File: config.mk
export PLATFORM = sky130hd
export DESIGN_NAME = knn_stream_engine
export DESIGN_NICKNAME = d
export VERILOG_FILES = /design/src/rtl/knn_stream_engine.sv
export SDC_FILE = /design/constraint.sdc
export NUM_CORES = 2
export LEC_CHECK = 0
export CORE_ASPECT_RATIO = 1.2
export CORE_MARGIN = 2
export CORE_UTILIZATION = 55
export CTS_CLUSTER_DIAMETER = 200
export CTS_CLUSTER_SIZE = 24
export DETAILED_ROUTE_END_ITERATION = 8
export PLACE_DENSITY_LB_ADDON = 0.05
export SLEW_MARGIN = 20
export SYNTH_ARGS = -nofsm -noshare
export SYNTH_HDL_FRONTEND = slang
export SYNTH_SLANG_ARGS = --single-unit
File: constraint.sdc
create_clock -name i_clk -period 9.41 [get_ports i_clk]
set_clock_uncertainty 0.05 [all_clocks]
set_input_delay 2.3525 -clock i_clk [delete_from_list [all_inputs] [get_ports i_clk]]
set_output_delay 2.3525 -clock i_clk [all_outputs]
set_load 0.05 [all_outputs]
File: src/rtl/knn_stream_engine.sv
// Streaming k-nearest-neighbour engine: input register, distance stage and sorted K-entry insert.
// Define KNN_VOTE_EN to build the majority-vote stage (VOTE state, class_label/class_valid).
module knn_stream_engine #(
  parameter int  COORD_W = 16,
  parameter int  K       = 4,
  parameter int  LABEL_W = 8,
  localparam int DIST_W  = 2*COORD_W+3,
  localparam int CNT_W   = $clog2(K+1)
) (
  input  logic                   i_clk,
  input  logic                   i_rst_n,
  input  logic                   i_start,
  input  logic [2*COORD_W-1:0]   i_test_point,
  input  logic                   i_data_valid,
  output logic                   o_data_ready,
  input  logic [2*COORD_W-1:0]   i_data_point,
  input  logic [LABEL_W-1:0]     i_data_label,
  input  logic                   i_data_last,
  output logic                   o_busy,
  output logic                   o_done,
  output logic [K*DIST_W-1:0]    o_nb_dist,
  output logic [K*LABEL_W-1:0]   o_nb_label,
  output logic [CNT_W-1:0]       o_nb_count,
  output logic [LABEL_W-1:0]     o_class_label,
  output logic                   o_class_valid,
  output logic [2:0]             o_state
);

  typedef enum logic [2:0] {S_IDLE, S_RUN, S_DRAIN, S_VOTE, S_DONE} state_t;

  state_t                r_state;
  logic                  r_data_ready;
  logic                  r_busy;
  logic                  r_done;
  logic [2*COORD_W-1:0]  r_test_point;

  logic                  r_in_valid;
  logic [2*COORD_W-1:0]  r_in_point;
  logic [LABEL_W-1:0]    r_in_label;
  logic                  r_s1_valid;
  logic [DIST_W-1:0]     r_s1_dist;
  logic [LABEL_W-1:0]    r_s1_label;

  logic [DIST_W-1:0]     r_nb_dist  [K];
  logic [LABEL_W-1:0]    r_nb_label [K];
  logic [CNT_W-1:0]      r_nb_count;

  logic                  w_start_acc;
  logic                  w_accept;
  logic signed [COORD_W:0]     w_dx, w_dy;
  logic signed [2*COORD_W+1:0] w_dx_ext, w_dy_ext, w_dx2, w_dy2;
  logic [DIST_W-1:0]     w_dist;
  logic [K-1:0]          w_le;
  logic [K:0]            w_le_ext;
  logic [DIST_W-1:0]     w_up_dist  [K];
  logic [LABEL_W-1:0]    w_up_label [K];
  logic [DIST_W-1:0]     w_nxt_dist [K];
  logic [LABEL_W-1:0]    w_nxt_label[K];

  // Handshake: a point transfers on a rising edge where i_data_valid and o_data_ready are both 1;
  // o_data_ready is a registered function of state only, and i_data_valid is ignored while it is 0.
  assign w_start_acc = (r_state == S_IDLE) && i_start;
  assign w_accept    = r_data_ready && i_data_valid;

  // Sign-extended differences; squares are non-negative so the sum fits DIST_W unsigned.
  assign w_dx = $signed({r_in_point[COORD_W-1], r_in_point[COORD_W-1:0]})
              - $signed({r_test_point[COORD_W-1], r_test_point[COORD_W-1:0]});
  assign w_dy = $signed({r_in_point[2*COORD_W-1], r_in_point[2*COORD_W-1:COORD_W]})
              - $signed({r_test_point[2*COORD_W-1], r_test_point[2*COORD_W-1:COORD_W]});
  assign w_dx_ext = (2*COORD_W+2)'(w_dx);
  assign w_dy_ext = (2*COORD_W+2)'(w_dy);
  assign w_dx2    = w_dx_ext * w_dx_ext;
  assign w_dy2    = w_dy_ext * w_dy_ext;
  assign w_dist   = {1'b0, w_dx2} + {1'b0, w_dy2};

  always_ff @(posedge i_clk or negedge i_rst_n) begin
    if (!i_rst_n) begin
      r_in_valid <= 1'b0;
      r_in_point <= '0;
      r_in_label <= '0;
      r_s1_valid <= 1'b0;
      r_s1_dist  <= '0;
      r_s1_label <= '0;
    end else begin
      r_in_valid <= w_accept;
      if (w_accept) begin
        r_in_point <= i_data_point;
        r_in_label <= i_data_label;
      end
      r_s1_valid <= r_in_valid;
      if (r_in_valid) begin
        r_s1_dist  <= w_dist;
        r_s1_label <= r_in_label;
      end
    end
  end

  // w_le is a prefix mask (list is sorted); the new entry lands on the first slot not <= dist,
  // which keeps equal distances in arrival order and discards when every slot is <= dist.
  always_comb begin
    for (int j = 0; j < K; j++)
      w_le[j] = (CNT_W'(j) < r_nb_count) && (r_nb_dist[j] <= r_s1_dist);
    w_le_ext = {w_le, 1'b1};
    w_up_dist[0]  = '0;
    w_up_label[0] = '0;
    for (int j = 1; j < K; j++) begin
      w_up_dist[j]  = r_nb_dist[j-1];
      w_up_label[j] = r_nb_label[j-1];
    end
    for (int j = 0; j < K; j++) begin
      if (w_le[j]) begin
        w_nxt_dist[j]  = r_nb_dist[j];
        w_nxt_label[j] = r_nb_label[j];
      end else if (w_le_ext[j]) begin
        w_nxt_dist[j]  = r_s1_dist;
        w_nxt_label[j] = r_s1_label;
      end else begin
        w_nxt_dist[j]  = w_up_dist[j];
        w_nxt_label[j] = w_up_label[j];
      end
    end
  end

  always_ff @(posedge i_clk or negedge i_rst_n) begin
    if (!i_rst_n) begin
      for (int j = 0; j < K; j++) begin
        r_nb_dist[j]  <= '1;
        r_nb_label[j] <= '0;
      end
      r_nb_count <= '0;
    end else if (w_start_acc) begin
      for (int j = 0; j < K; j++) begin
        r_nb_dist[j]  <= '1;
        r_nb_label[j] <= '0;
      end
      r_nb_count <= '0;
    end else if (r_s1_valid) begin
      for (int j = 0; j < K; j++) begin
        r_nb_dist[j]  <= w_nxt_dist[j];
        r_nb_label[j] <= w_nxt_label[j];
      end
      if (r_nb_count != CNT_W'(K))
        r_nb_count <= r_nb_count + CNT_W'(1);
    end
  end

`ifdef KNN_VOTE_EN
  logic [CNT_W-1:0]   r_vcnt;
  logic [CNT_W-1:0]   r_best_cnt;
  logic [LABEL_W-1:0] r_best_label;
  logic [LABEL_W-1:0] r_class_label;
  logic               r_class_valid;
  logic [LABEL_W-1:0] w_cur_label;
  logic [CNT_W-1:0]   w_vote_cnt;
  logic               w_take;

  // Strictly-greater replacement lets ties fall to the nearer neighbour's label.
  always_comb begin
    w_cur_label = '0;
    w_vote_cnt  = '0;
    for (int j = 0; j < K; j++)
      if (CNT_W'(j) == r_vcnt) w_cur_label = r_nb_label[j];
    for (int j = 0; j < K; j++)
      if ((CNT_W'(j) < r_nb_count) && (r_nb_label[j] == w_cur_label))
        w_vote_cnt = w_vote_cnt + CNT_W'(1);
    w_take = (r_vcnt < r_nb_count) && (w_vote_cnt > r_best_cnt);
  end

  assign o_class_label = r_class_label;
  assign o_class_valid = r_class_valid;
`else
  assign o_class_label = '0;
  assign o_class_valid = 1'b0;
`endif

  // DRAIN waits until both pipeline registers are empty, so the last insert is committed.
  always_ff @(posedge i_clk or negedge i_rst_n) begin
    if (!i_rst_n) begin
      r_state      <= S_IDLE;
      r_data_ready <= 1'b0;
      r_busy       <= 1'b0;
      r_done       <= 1'b0;
      r_test_point <= '0;
`ifdef KNN_VOTE_EN
      r_vcnt        <= '0;
      r_best_cnt    <= '0;
      r_best_label  <= '0;
      r_class_label <= '0;
      r_class_valid <= 1'b0;
`endif
    end else begin
      case (r_state)
        S_IDLE: begin
          if (i_start) begin
            r_test_point <= i_test_point;
            r_state      <= S_RUN;
            r_data_ready <= 1'b1;
            r_busy       <= 1'b1;
`ifdef KNN_VOTE_EN
            r_class_valid <= 1'b0;
`endif
          end
        end
        S_RUN: begin
          if (i_data_valid && i_data_last) begin
            r_state      <= S_DRAIN;
            r_data_ready <= 1'b0;
          end
        end
        S_DRAIN: begin
          if (!r_in_valid && !r_s1_valid) begin
`ifdef KNN_VOTE_EN
            r_state      <= S_VOTE;
            r_vcnt       <= '0;
            r_best_cnt   <= '0;
            r_best_label <= '0;
`else
            r_state <= S_DONE;
            r_done  <= 1'b1;
`endif
          end
        end
`ifdef KNN_VOTE_EN
        S_VOTE: begin
          if (w_take) begin
            r_best_cnt   <= w_vote_cnt;
            r_best_label <= w_cur_label;
          end
          if (r_vcnt == CNT_W'(K-1)) begin
            r_state       <= S_DONE;
            r_done        <= 1'b1;
            r_class_valid <= 1'b1;
            r_class_label <= w_take ? w_cur_label : r_best_label;
          end else begin
            r_vcnt <= r_vcnt + CNT_W'(1);
          end
        end
`endif
        S_DONE: begin
          r_done  <= 1'b0;
          r_busy  <= 1'b0;
          r_state <= S_IDLE;
        end
        default: r_state <= S_IDLE;
      endcase
    end
  end

  always_comb begin
    for (int j = 0; j < K; j++) begin
      o_nb_dist[j*DIST_W +: DIST_W]    = r_nb_dist[j];
      o_nb_label[j*LABEL_W +: LABEL_W] = r_nb_label[j];
    end
  end

  assign o_nb_count   = r_nb_count;
  assign o_data_ready = r_data_ready;
  assign o_busy       = r_busy;
  assign o_done       = r_done;
  assign o_state      = r_state;

endmodule
==> impl_metrics.py <==
metrics = {
    "timing": {
        "rsz0062_at_grt": "yes",
        "finalSetupViolCount": 0,
        "finalWorstSetupSlack_ps": 51.1,
        "relSlewSlack_pct": 29.8,
        "fin_hold_ws_ps": 462,
        "drv_slew": 0,
        "min_period_over_period_pct": 99.5,
        "fmax_mhz": 107,
        "worstMarginPinSlew_ps": 1050,
        "final_hold_viol_count": 0,
        "finalCriticalPeriod_ps": 9360,
    },
    "final_layout": {
        "fin_area_um2": 45000,
        "final_cell_mix": "inv_1, fa_1, ha_1",
        "multi_input_area_um2": 27900,
        "stdcell_count": 5439,
        "drive_gt1_share_pct": 15.6,
        "num-fill-cells": 5830,
        "num_antenna_cells": 0,
        "syn2layout_area_growth_pct": 17.7,
        "final_common_cell": "inv_1",
        "ff_latch_area_um2": 7630,
        "fin_nets": 5517,
    },
    "synth": {
        "synthArstFlopShare_pct": 100,
        "synth_edf_count": 0,
        "synth_area_um2": 38300,
        "synth.avg_cell_area_um2": 9.38,
        "synth-seq-cells": 298,
        "yosysTopAreaCellShare_pct": 28.4,
        "yosys.area.top_type": "fa_1",
        "seq_area_frac_synth_pct": 20.0,
        "yosys-top-cells-area": "fa_1, ha_1, dfrtp_1, dfstp_2, inv_1",
        "ys_types": 93,
        "ys.flop_type": "dfrtp_1",
        "synth_warnings": 0,
        "synth_cells": 4078,
    },
    "clocking": {
        "clk_latency_ps": 550,
        "tritoncts": "yes",
        "path_clk_slew_ps": 120,
        "clkSinkCount": 298,
        "numCtsBuffers": 16,
        "cts_root_buf": "clkbuf_16",
        "htree_levels": 1,
        "clockBufferDepth": 3,
        "hold_buffers": 0,
    },
    "drt": {
        "vias": 30244,
        "firstDrtPassIters": 5,
        "drt-total-wl_mm": 107,
        "ant_nets": 0,
        "first_iter_violations": 1616,
        "viasPerCell": 5.56,
        "drc": 0,
        "post_drt_wl_per_cell_um": 19.7,
    },
    "flow_run": {
        "cap_viol_max_count": 0,
    },
    "grt": {
        "grt_max_degree": 161,
        "grt_pass1_wl_mm": 171,
        "grt_util_all_layers_pct": 30.4,
        "grt_overflow": 0,
        "grt_pass1_vias": 31888,
        "antenna_found_initial": 1,
    },
    "floorplan": {
        "core_area_um2": 68600,
        "dieArea_um2": 71700,
        "pin_count": 267,
        "rows": 105,
        "die_y_um": 293,
        "fp.dieW_um": 245,
        "initial_core_util_pct": 55.8,
    },
    "placement": {
        "dp_hpwl_mm": 86.3,
        "place_area_um2": 43500,
        "gp_congestion": 0.919,
        "place_ws_ps": -357,
        "dp_cells": 5374,
        "io_buffers": 257,
    },
    "setup_path": {
        "crit_top_cell": "fa_1",
        "cp.arrival_ps": 9720,
        "critPathSlowestCell": "fa_1",
        "startpoint_type": "flip-flop",
        "critPathCaptureType": "flip-flop",
        "rrSetupSlack_ps": 50,
        "cp.required_ps": 9780,
        "crit_type": "reg -> reg",
        "cp_max_fo": 9,
        "max_stage_delay_ps": 560,
    },
    "min_path": {
        "hp-class": "reg -> reg",
    },
    "status": {
        "outcome": "complete, no violations",
    },
}
cells by family (layout without fill, tap and decap cells):
kind of cell / Yosys count / after routing / share of synthesized area [%]
buffers and inverters: 916 / 1360 / 9.29
AOI/OAI and AO/OA: 725 / 725 / 11.9
xor gates and xnor gates: 129 / 129 / 2.99
DFF: 298 / 298 / 20.0
adders and majority gates: 920 / 920 / 40.8
muxes: 160 / 160 / 4.34
and+or+nand+nor: 929 / 929 / 10.7
other: 1 / 9 / 0.00980
path summary, 6_finish.rpt:
kind	from	to	depth (start not counted)
setup / recovery	r_test_point[16]$_DFFE_PN0P_	r_s1_dist[25]$_DFFE_PN0P_	43
hold / removal	r_in_label[2]$_DFFE_PN0P_	r_s1_label[2]$_DFFE_PN0P_	1
setup reg to reg	r_test_point[16]$_DFFE_PN0P_	r_s1_dist[25]$_DFFE_PN0P_	43
hold reg to reg	r_in_label[2]$_DFFE_PN0P_	r_s1_label[2]$_DFFE_PN0P_	1
max in group asynchronous	i_rst_n	r_s1_dist[20]$_DFFE_PN0P_	2
min in group asynchronous	i_rst_n	r_s1_dist[33]$_DFFE_PN0P_	1
area by class of cell:
cell class	count	area share, %
clock buffers	27	1.03
clock inverters	1	0.0361
inverters	765	6.39
multi-input cells	2872	61.9
flip-flops and latches	298	17.0
well taps	909	2.53
repair buffers	567	11.2
worst max-delay path: cells and delay by family (launching register included):
kind / cells / cell delay, ps
buffers and inverters: 10 / 1020
XOR/XNOR: 1 / 140
AND/OR/NAND/NOR: 10 / 1730
flip-flops: 1 / 420
AO/OA/AOI/OAI: 12 / 1770
adder cells (fa/ha/maj): 10 / 4150
layer usage:
layer	wire length, um	vias to the layer above	GRT usage [%]
met4	4750	2	12.5
met2	56200	810	55.2
met3	4770	232	2.57
met5	11	-	0
li1	-	13977	-
met1	41200	15223	37.2
state kept, by name, summed over array words and instances (netlist names), 3 cells and up:
| name | count |
|---|---|
| o_nb_count | 3 |
| o_state | 3 |
| r_s1_dist | 35 |
| r_in_label | 8 |
| r_test_point | 32 |
| r_s1_label | 8 |
| r_in_point | 32 |
| o_nb_label | 32 |
| o_nb_dist | 140 |
Yosys cell counts, drive strengths merged, types with 4 or more instances:
master / number
inv: 759
fa: 543
ha: 377
nand2: 347
nor2: 333
o21ai: 218
a21oi: 206
dfrtp: 158
dfstp: 140
mux2i: 112
clkbuf: 102
a21o: 100
xnor2: 88
o211ai: 77
buf: 49
mux2: 48
and2: 43
xor2: 41
nand4: 39
nor2b: 31
nor3: 31
nand3: 27
nand2b: 25
a211oi: 16
o21a: 14
o21bai: 12
a21boi: 10
a31oi: 10
or2: 10
or3: 10
and3: 9
a221oi: 8
nand3b: 8
o2111ai: 7
and4: 6
clkinv: 6
o31ai: 5
a2111oi: 4
a311oi: 4
a41oi: 4
o31a: 4
o41ai: 4
through the flow:
stage | util, % | TNS, ps
3_5_place_dp | 63.4 | -1890
5_1_grt | 65.7 | -2810
4_1_cts | 64.4 | -13.1
2_1_floorplan | - | 0
3_3_place_gp | 63.4 | -732
6_report | 65.7 | 0
timing repair:
item                                    CTS  global route
setup buffers                            11            27
endpoints found under the setup margin   12            17
pin swaps                                27           113
hold endpoints to repair                  0             0
resized for setup                        35           160
Power is not shown: default switching activity piles up to over one toggle a cycle in this logic, so the estimate is an artifact.
